<file path="config.mk">
export PLATFORM = sky130hd
export DESIGN_NAME = tip_hello_reset_seq
export DESIGN_NICKNAME = d
export VERILOG_FILES = /design/src/rtl/tip_hello_reset_seq.sv
export SDC_FILE = /design/constraint.sdc
export NUM_CORES = 1
export LEC_CHECK = 0
export CAP_MARGIN = 15
export CELL_PAD_IN_SITES_DETAIL_PLACEMENT = 0
export CELL_PAD_IN_SITES_GLOBAL_PLACEMENT = 2
export CORE_ASPECT_RATIO = 0.75
export CORE_MARGIN = 4
export CORE_UTILIZATION = 36
export CTS_CLUSTER_SIZE = 20
export DETAILED_ROUTE_END_ITERATION = 8
export PLACE_DENSITY = 0.74
export SLEW_MARGIN = 20
export SYNTH_ARGS = -nofsm -noshare
export SYNTH_HDL_FRONTEND = slang
export SYNTH_SLANG_ARGS = --single-unit
</file>
<file path="constraint.sdc">
create_clock -name clk -period 2.5 [get_ports clk]
set_clock_uncertainty 0.05 [all_clocks]
set_input_delay 0.25 -clock clk [delete_from_list [all_inputs] [get_ports clk]]
set_output_delay 0.25 -clock clk [all_outputs]
set_load 0.02 [all_outputs]
</file>
<file path="src/rtl/tip_hello_reset_seq.sv">
`default_nettype none
// ============================================================================
// Module   : tip_hello_reset_seq
// Brief    : Power-on / soft reset sequencer. Waits for a stable PLL lock,
//            releases the system reset, then releases the DRAM reset after a
//            fixed delay. Supports a soft reset request from RUN.
// Options  : TIP_HELLO_RESET_SEQ_LOCK_LOSS_EN - when defined, loss of lock
//            after stabilisation drops all resets and restarts the sequence.
// Revision : 1.0 - initial release
// ============================================================================
module tip_hello_reset_seq #(
    parameter int STABLE_CYCLES = 16,   // 1..1023
    parameter int DRAM_DELAY    = 8,    // 1..1023
    parameter int SOFT_PULSE    = 4     // 1..1023
) (
    input  logic clk,
    input  logic rstnn,
    input  logic pll_locked,
    input  logic soft_reset_req,
    output logic rstnn_system,
    output logic rstnn_dram,
    output logic reset_done
);

    localparam int         c_cnt_w        = 10;

    localparam logic [2:0] c_st_wait_lock = 3'd0;
    localparam logic [2:0] c_st_stabilize = 3'd1;
    localparam logic [2:0] c_st_rel_sys   = 3'd2;
    localparam logic [2:0] c_st_run       = 3'd3;
    localparam logic [2:0] c_st_soft      = 3'd4;

    // Terminal counts: each timed state exits when the counter hits N-1
    localparam logic [c_cnt_w-1:0] c_stab_last = c_cnt_w'(STABLE_CYCLES - 1);
    localparam logic [c_cnt_w-1:0] c_dram_last = c_cnt_w'(DRAM_DELAY - 1);
    localparam logic [c_cnt_w-1:0] c_soft_last = c_cnt_w'(SOFT_PULSE - 1);

    logic               r_lock_meta;
    logic               r_lock_s;
    logic [2:0]         r_state;
    logic [2:0]         w_state_nxt;
    logic [c_cnt_w-1:0] r_cnt;
    logic [c_cnt_w-1:0] w_cnt_nxt;
    logic               r_rstnn_system;
    logic               r_rstnn_dram;
    logic               r_reset_done;
    logic               w_sys_nxt;
    logic               w_dram_nxt;
    logic               w_done_nxt;
    logic               w_lock_lost;

`ifdef TIP_HELLO_RESET_SEQ_LOCK_LOSS_EN
    // Lock loss is honoured in every post-stabilisation state
    assign w_lock_lost = ~r_lock_s;
`else
    // Lock is only watched in WAIT_LOCK / STABILIZE
    assign w_lock_lost = 1'b0;
`endif

    // Two-flop synchronizer for the asynchronous PLL lock indicator
    always_ff @(posedge clk or negedge rstnn) begin
        if (!rstnn) begin
            r_lock_meta <= 1'b0;
            r_lock_s    <= 1'b0;
        end else begin
            r_lock_meta <= pll_locked;
            r_lock_s    <= r_lock_meta;
        end
    end

    // State, shared counter and registered reset outputs
    always_ff @(posedge clk or negedge rstnn) begin
        if (!rstnn) begin
            r_state        <= c_st_wait_lock;
            r_cnt          <= '0;
            r_rstnn_system <= 1'b0;
            r_rstnn_dram   <= 1'b0;
            r_reset_done   <= 1'b0;
        end else begin
            r_state        <= w_state_nxt;
            r_cnt          <= w_cnt_nxt;
            r_rstnn_system <= w_sys_nxt;
            r_rstnn_dram   <= w_dram_nxt;
            r_reset_done   <= w_done_nxt;
        end
    end

    // Next-state and counter logic; lock loss has priority over soft request
    always_comb begin
        w_state_nxt = r_state;
        w_cnt_nxt   = r_cnt;
        case (r_state)
            c_st_wait_lock: begin
                if (r_lock_s) begin
                    w_state_nxt = c_st_stabilize;
                    w_cnt_nxt   = '0;
                end
            end
            c_st_stabilize: begin
                if (!r_lock_s) begin
                    w_state_nxt = c_st_wait_lock;
                    w_cnt_nxt   = '0;
                end else if (r_cnt == c_stab_last) begin
                    w_state_nxt = c_st_rel_sys;
                    w_cnt_nxt   = '0;
                end else begin
                    w_cnt_nxt   = r_cnt + 1'b1;
                end
            end
            c_st_rel_sys: begin
                if (w_lock_lost) begin
                    w_state_nxt = c_st_wait_lock;
                    w_cnt_nxt   = '0;
                end else if (r_cnt == c_dram_last) begin
                    w_state_nxt = c_st_run;
                    w_cnt_nxt   = '0;
                end else begin
                    w_cnt_nxt   = r_cnt + 1'b1;
                end
            end
            c_st_run: begin
                if (w_lock_lost) begin
                    w_state_nxt = c_st_wait_lock;
                    w_cnt_nxt   = '0;
                end else if (soft_reset_req) begin
                    w_state_nxt = c_st_soft;
                    w_cnt_nxt   = '0;
                end
            end
            c_st_soft: begin
                if (w_lock_lost) begin
                    w_state_nxt = c_st_wait_lock;
                    w_cnt_nxt   = '0;
                end else if (r_cnt == c_soft_last) begin
                    w_state_nxt = c_st_stabilize;
                    w_cnt_nxt   = '0;
                end else begin
                    w_cnt_nxt   = r_cnt + 1'b1;
                end
            end
            default: begin
                w_state_nxt = c_st_wait_lock;
                w_cnt_nxt   = '0;
            end
        endcase
    end

    // Outputs decoded from the next state so they change on the transition edge
    always_comb begin
        w_sys_nxt  = (w_state_nxt == c_st_rel_sys) || (w_state_nxt == c_st_run);
        w_dram_nxt = (w_state_nxt == c_st_run);
        w_done_nxt = (w_state_nxt == c_st_run);
    end

    assign rstnn_system = r_rstnn_system;
    assign rstnn_dram   = r_rstnn_dram;
    assign reset_done   = r_reset_done;

endmodule
`default_nettype wire
</file>
==> results.json, run 1 <==
{
  "detailedRoute.firstPassIterationCount": 4,
  "timing.hold.ws_ns": 0.312,
  "finalWeightedCongestion": 0.796,
  "antenna_cells_inserted": 0,
  "multi_input_comb_area_sq_um": 508,
  "most-common-layout-cells": "sky130_fd_sc_hd__dfrtp_1, sky130_fd_sc_hd__nor2_1, sky130_fd_sc_hd__nor3_1",
  "chipWidth_um": 67.6,
  "clockBufferDepth": 2,
  "max-vdd-ir-drop_uv": 412,
  "cellLeakagePower_nw": 0.473,
  "top_level_ports": 7,
  "worst_ep_arrival_time_ns": 2.37,
  "grt_overflow": 0,
  "power.density_mw_per_mm2": 436,
  "setup-violations-final": 0,
  "netlist_instances": 99,
  "global_route.usage.total_pct": 13.9,
  "hold_violations": 0,
  "vias_per_cell": 5.45,
  "initial_core_util_pct": 39.6,
  "worst_slew_pin_slew_ns": 0.784,
  "crit_path_start_kind": "flop",
  "antenna_violations_before_repair": 0,
  "postRouteWirelength_um": 2000,
  "drc": 0,
  "cp_endpoint_kind": "flop",
  "sequential_cell_area_sq_um": 425,
  "detail-route-antenna-nets": 0,
  "worst-path-max-fanout": 8,
  "post_cts_resized": 0,
  "num_vias": 779,
  "grt_max_degree": 18,
  "synth_cell_types": 34,
  "max_freq_ghz": 0.443,
  "rsz_0062_raised_after_global_routing": "false",
  "cts_buffers": 3,
  "die_height_um": 52.7,
  "later_pin_clock_latency_in_the_skew_report_ns": 0.30,
  "synth_async_sr_flop_share_pct": 100,
  "net_count_after_synthesis": 104,
  "grt_pass1_wl_um": 3590,
  "placement.io_buffers": 6,
  "layout.cells.most_common": "sky130_fd_sc_hd__dfrtp_1",
  "hpwlAfterDp_um": 1510,
  "wl_per_cell_um": 14.0,
  "synthesis.area_sq_um": 960,
  "syn_avg_cell_area_sq_um": 9.69,
  "syn2layout_area_growth_pct": 14.7,
  "timing.setup.tns_ns": 0,
  "layout.nets": 115,
  "tritoncts": "built",
  "core_sq_mm": 0.00242,
  "slew-limit-headroom_pct": 47.6,
  "cell_chosen_for_the_clock_root": "sky130_fd_sc_hd__clkbuf_4",
  "synth.yosys.warnings": 0,
  "drt_first_iter_violations": 37,
  "period_share_pct": 90.3,
  "required_arrival_time_at_the_worst_endpoint_ns": 2.61,
  "number_of_enable_type_register_cells_in_the_synthesized_netlist": 0,
  "floorplan.die_area_sq_mm": 0.00356,
  "fraction_of_final_layout_cells_sized_beyond_drive_strength_1_pct": 13.8,
  "filler_cell_count": 230,
  "numClockSinks": 17,
  "cts-hold-fix-buffers": 0,
  "number_of_storage_elements_in_the_synthesis_netlist": 17,
  "hold_class": "reg -> reg",
  "min_period_ns": 2.26,
  "path_class": "reg -> reg",
  "slew_viol_final": 0,
  "cts_max_level": 1,
  "via_count_of_the_first_global_routing_pass": 748,
  "clk_transition_reported_paths_ns": 0.11,
  "ys.flop_type": "sky130_fd_sc_hd__dfrtp_1",
  "placementRows": 15,
  "max_cap_violations": 0,
  "status": "finished, final reports clean",
  "cts_post_setup_buffers_inserted": 0,
  "seq_area_frac_synth_pct": 44.3
}
stage by stage:
| stage | std cells | power (mW) | worst slack [ns] | instance area [sq um] | utilization, % |
|---|---|---|---|---|---|
| 6_report | 143 | 0.480 | 0.242 | 1100 | 45.5 |
| 5_1_grt | 143 | 0.506 | 0.147 | 1100 | 45.5 |
| 4_1_cts | 143 | 0.483 | 0.224 | 1100 | 45.5 |
| 3_5_place_dp | 139 | 0.331 | 0.244 | 1070 | 44.3 |
| 3_3_place_gp | 139 | 0.332 | 0.264 | 1070 | 44.3 |
| 2_1_floorplan | 99 | 0.314 | 0.447 | 960 | - |
area by class of cell:
class	count	area share, %
repair buffers	10	8.18
inverters	2	0.682
clock buffers	3	2.05
flip-flops and latches	17	38.6
well taps	34	3.86
multi-input cells	76	46.1
clock inverters	1	0.455
flip-flops by register name (all words and copies together), names as in the netlist:
signal	flops
r_state	3
rstnn_system	1
r_lock_meta	1
r_lock_s	1
reset_done	1
r_cnt	10
path summary, 6_finish.rpt:
check	startpoint	to	slack, ns	cells after the start
worst min register to register	r_lock_meta	r_lock_s	0.31	0
worst min-delay path	r_lock_meta	r_lock_s	0.31	0
worst max-delay path	r_cnt[6]	r_cnt[4]	0.24	4
worst max register to register	r_cnt[6]	r_cnt[4]	0.24	4
min in group asynchronous	rstnn	r_state[1]	0.34	1
max in group asynchronous	rstnn	r_cnt[8]	1.56	1
cells by family after synthesis:
kind of cell / Yosys count / share of synthesized area (%)
compound gates: 13 / 10.6
xor+xnor: 1 / 0.913
fa+ha+maj: 1 / 1.30
buf+inv: 6 / 2.74
flops: 17 / 44.3
mux: 5 / 5.22
simple gates: 56 / 34.9
synth_stat cells (2+ instances only):
master,number,area (sq um)
sky130_fd_sc_hd__dfrtp_1,17,425
sky130_fd_sc_hd__clkbuf_1,3,11.3
sky130_fd_sc_hd__nor3_1,9,45.0
sky130_fd_sc_hd__and3_1,5,31.3
sky130_fd_sc_hd__a21oi_1,5,25.0
sky130_fd_sc_hd__nand2_1,7,26.3
sky130_fd_sc_hd__nand2b_1,2,12.5
sky130_fd_sc_hd__nor4_1,3,18.8
sky130_fd_sc_hd__mux2i_1,5,50.1
sky130_fd_sc_hd__and3_2,2,15.0
sky130_fd_sc_hd__nand4_1,3,18.8
sky130_fd_sc_hd__or3_1,2,12.5
sky130_fd_sc_hd__nor2_1,11,41.3
sky130_fd_sc_hd__inv_1,2,7.51
sky130_fd_sc_hd__nand3_1,3,15.0
sky130_fd_sc_hd__nand4bb_1,2,22.5
per-layer routing:
| layer | wire length [um] | GRT usage (%) | vias to the layer above |
|---|---|---|---|
| li1 | - | - | 394 |
| met1 | 1120 | 19.7 | 369 |
| met2 | 763 | 20.0 | 12 |
| met3 | 91 | 4.72 | 4 |
| met4 | 17 | 3.03 | 0 |
| met5 | 0 | 0 | - |
power by group:
part           switching [mW]  internal, mW
Combinational          0.0222        0.0157
Sequential            0.00670         0.280
Clock                  0.0957        0.0596
critical path, stage by stage, from the launching register on:
cell and delay [ns]:
sky130_fd_sc_hd__dfrtp_1 0.43, sky130_fd_sc_hd__or4_4 0.58, sky130_fd_sc_hd__o311a_4 0.41, sky130_fd_sc_hd__nor4_4 0.52, sky130_fd_sc_hd__nor3_1 0.12
No activity file was read; power rests on OpenSTA's default activity.
==> inputs of run 2 (changes only) <==
- PLACE_DENSITY: 0.74 -> 0.87
==> run 2 against run 1 <==
Net effect: total power increased by 1.2%; sequential share of layout area increased by 0.44 points; via count increased by 1.7%; maximum frequency decreased by 1.4%; clock power increased by 4%; cell area decreased by 1.1%; first-iteration DRC count increased by 100%; clock-buffer cell count unchanged; core utilization decreased by 0.52 points; sequential power about the same.
==> results.json, run 2 (synthesis results as in run 1) <==
{
  "clockBufferDepth": 2,
  "regMostFlops": "r_cnt",
  "drc": 0,
  "setup-violations-final": 0,
  "hpwlAfterDp_um": 1510,
  "status": "finished, final reports clean",
  "comb_power_share_pct": 7.8,
  "instances_no_fill": 141,
  "later_pin_clock_latency_in_the_skew_report_ns": 0.30,
  "detailedRoute.firstPassIterationCount": 4,
  "power.sequential.fraction_pct": 59.1,
  "detailroute.wirelength.met2_um": 816,
  "cts-hold-fix-buffers": 0,
  "highest-signal-layer": "met4",
  "finalWeightedCongestion": 0.769,
  "grt_pass1_wl_um": 3580,
  "postRouteWirelength_um": 2010,
  "antenna_violations_before_repair": 0,
  "max-vdd-ir-drop_uv": 212,
  "critPathMaxStageDelay_ns": 0.58,
  "tritoncts": "built",
  "global_route.usage.total_pct": 13.9,
  "post-place-cells": 137,
  "dr_wl_met3_um": 131,
  "layout.nets": 113,
  "num_vias": 792,
  "grt_max_degree": 18,
  "rsz_0062_raised_after_global_routing": "false",
  "intPower_uw": 357,
  "max_cap_violations": 0,
  "largest_register_ff_count": 10,
  "timing.setup.tns_ns": 0,
  "hold_class": "reg -> reg",
  "fraction_of_final_layout_cells_sized_beyond_drive_strength_1_pct": 12.1,
  "final_core_utilization_pct": 45.0,
  "slew-limit-headroom_pct": 48.5,
  "min_period_ns": 2.29,
  "power.net_switching_uw": 129,
  "worst_slew_pin_slew_ns": 0.771,
  "power_frac_clock_pct": 33.1,
  "crit_path_start_kind": "flop",
  "clk_transition_reported_paths_ns": 0.11,
  "worst-path-max-fanout": 8,
  "detailed_place.area_sq_mm": 0.00106,
  "cp_endpoint_kind": "flop",
  "kind_of_cell_with_the_highest_combined_delay_on_the_critical_path": "simple AND/OR/NAND/NOR gates",
  "worstPathCellList": "or4_4 > o311a_4 > nor4_4 > nor3_1",
  "m1WireLength_um": 1040,
  "cts_buffers": 3,
  "worst_path_max_delay_cell": "sky130_fd_sc_hd__or4_4",
  "vias_per_cell": 5.62,
  "core_sq_mm": 0.00242,
  "netSwitchingFraction_pct": 26.6,
  "ff2ff_setup_slack_ns": 0.21,
  "critical_path_buf_inv_count": 0,
  "path_class": "reg -> reg",
  "floorplan.die_area_sq_mm": 0.00356,
  "most-common-layout-cells": "sky130_fd_sc_hd__dfrtp_1, sky130_fd_sc_hd__nor2_1, sky130_fd_sc_hd__nor3_1",
  "detail-route-antenna-nets": 0,
  "die_height_um": 52.7,
  "cts_max_level": 1,
  "timing.hold.ws_ns": 0.312,
  "period_share_pct": 91.6,
  "cellLeakagePower_nw": 0.458,
  "wl_per_cell_um": 14.3,
  "numClockSinks": 17,
  "placement.io_buffers": 6,
  "power.density_mw_per_mm2": 447,
  "initial_core_util_pct": 39.6,
  "worst_ep_arrival_time_ns": 2.42,
  "cell_chosen_for_the_clock_root": "sky130_fd_sc_hd__clkbuf_4",
  "post_cts_resized": 0,
  "layout.cells.most_common": "sky130_fd_sc_hd__dfrtp_1",
  "top_level_ports": 7,
  "required_arrival_time_at_the_worst_endpoint_ns": 2.62,
  "antenna_cells_inserted": 0,
  "hold_violations": 0,
  "design_area_sq_mm": 0.00109,
  "placementRows": 15,
  "via_count_of_the_first_global_routing_pass": 695,
  "syn2layout_area_growth_pct": 13.4,
  "max_freq_ghz": 0.436,
  "drt_first_iter_violations": 75,
  "chipWidth_um": 67.6,
  "grt_overflow": 0,
  "slew_viol_final": 0,
  "cts_post_setup_buffers_inserted": 0,
  "reg.largest.list": "r_cnt (10), r_state (3)"
}
## run 2: cell count changes in the layout (fill, tap and decap cells not counted), sizes merged
cell,change
buf,-2
clkinvlp,+1
clkinv,-1
## run 2: power by group through the flow
stage               registers (mW)  logic (mW)  clock network (mW)
floorplan                    0.289      0.0242                   0
global placement             0.292      0.0386                   0
detailed placement           0.293      0.0386                   0
CTS                          0.287      0.0390               0.168
global route                 0.289      0.0438               0.180
finish                       0.287      0.0379               0.161
## run 2: path summary, 6_finish.rpt
check,to,from,cells after the start
max in group asynchronous,r_cnt[4],rstnn,1
setup / recovery,r_cnt[7],r_cnt[6],4
hold / removal,r_lock_s,r_lock_meta,0
min in group asynchronous,reset_done,rstnn,1
hold reg to reg,r_lock_s,r_lock_meta,0
setup reg to reg,r_cnt[7],r_cnt[6],4
## run 2: final cells by class
| type | instances | area [sq um] |
|---|---|---|
| Clock buffer | 3 | 22.5 |
| Clock inverter | 1 | 7.51 |
| Fill cell | 236 | 1330 |
| Inverter | 2 | 7.51 |
| Multi-Input combinational cell | 76 | 508 |
| Sequential cell | 17 | 425 |
| Tap cell | 34 | 42.5 |
| Timing Repair Buffer | 8 | 75.1 |
## run 2: layer usage
| layer | vias to the layer above | global-route usage [%] |
|---|---|---|
| li1 | 387 | - |
| met1 | 372 | 20.5 |
| met2 | 29 | 18.3 |
| met3 | 4 | 4.51 |
| met4 | 0 | 5.05 |
| met5 | - | 0 |
## run 2: metrics by stage
step	setup slack, ns	power [mW]
6_report	0.209	0.486
4_1_cts	0.202	0.495
5_1_grt	0.0975	0.513
3_3_place_gp	0.263	0.331
2_1_floorplan	0.447	0.314
3_5_place_dp	0.215	0.331
==> inputs of run 3 (changes only) <==
- GPL_ROUTABILITY_DRIVEN: unset -> 0
==> results of run 3 <==
No change in the layout: final DEF, timing and power equal those of run 2.
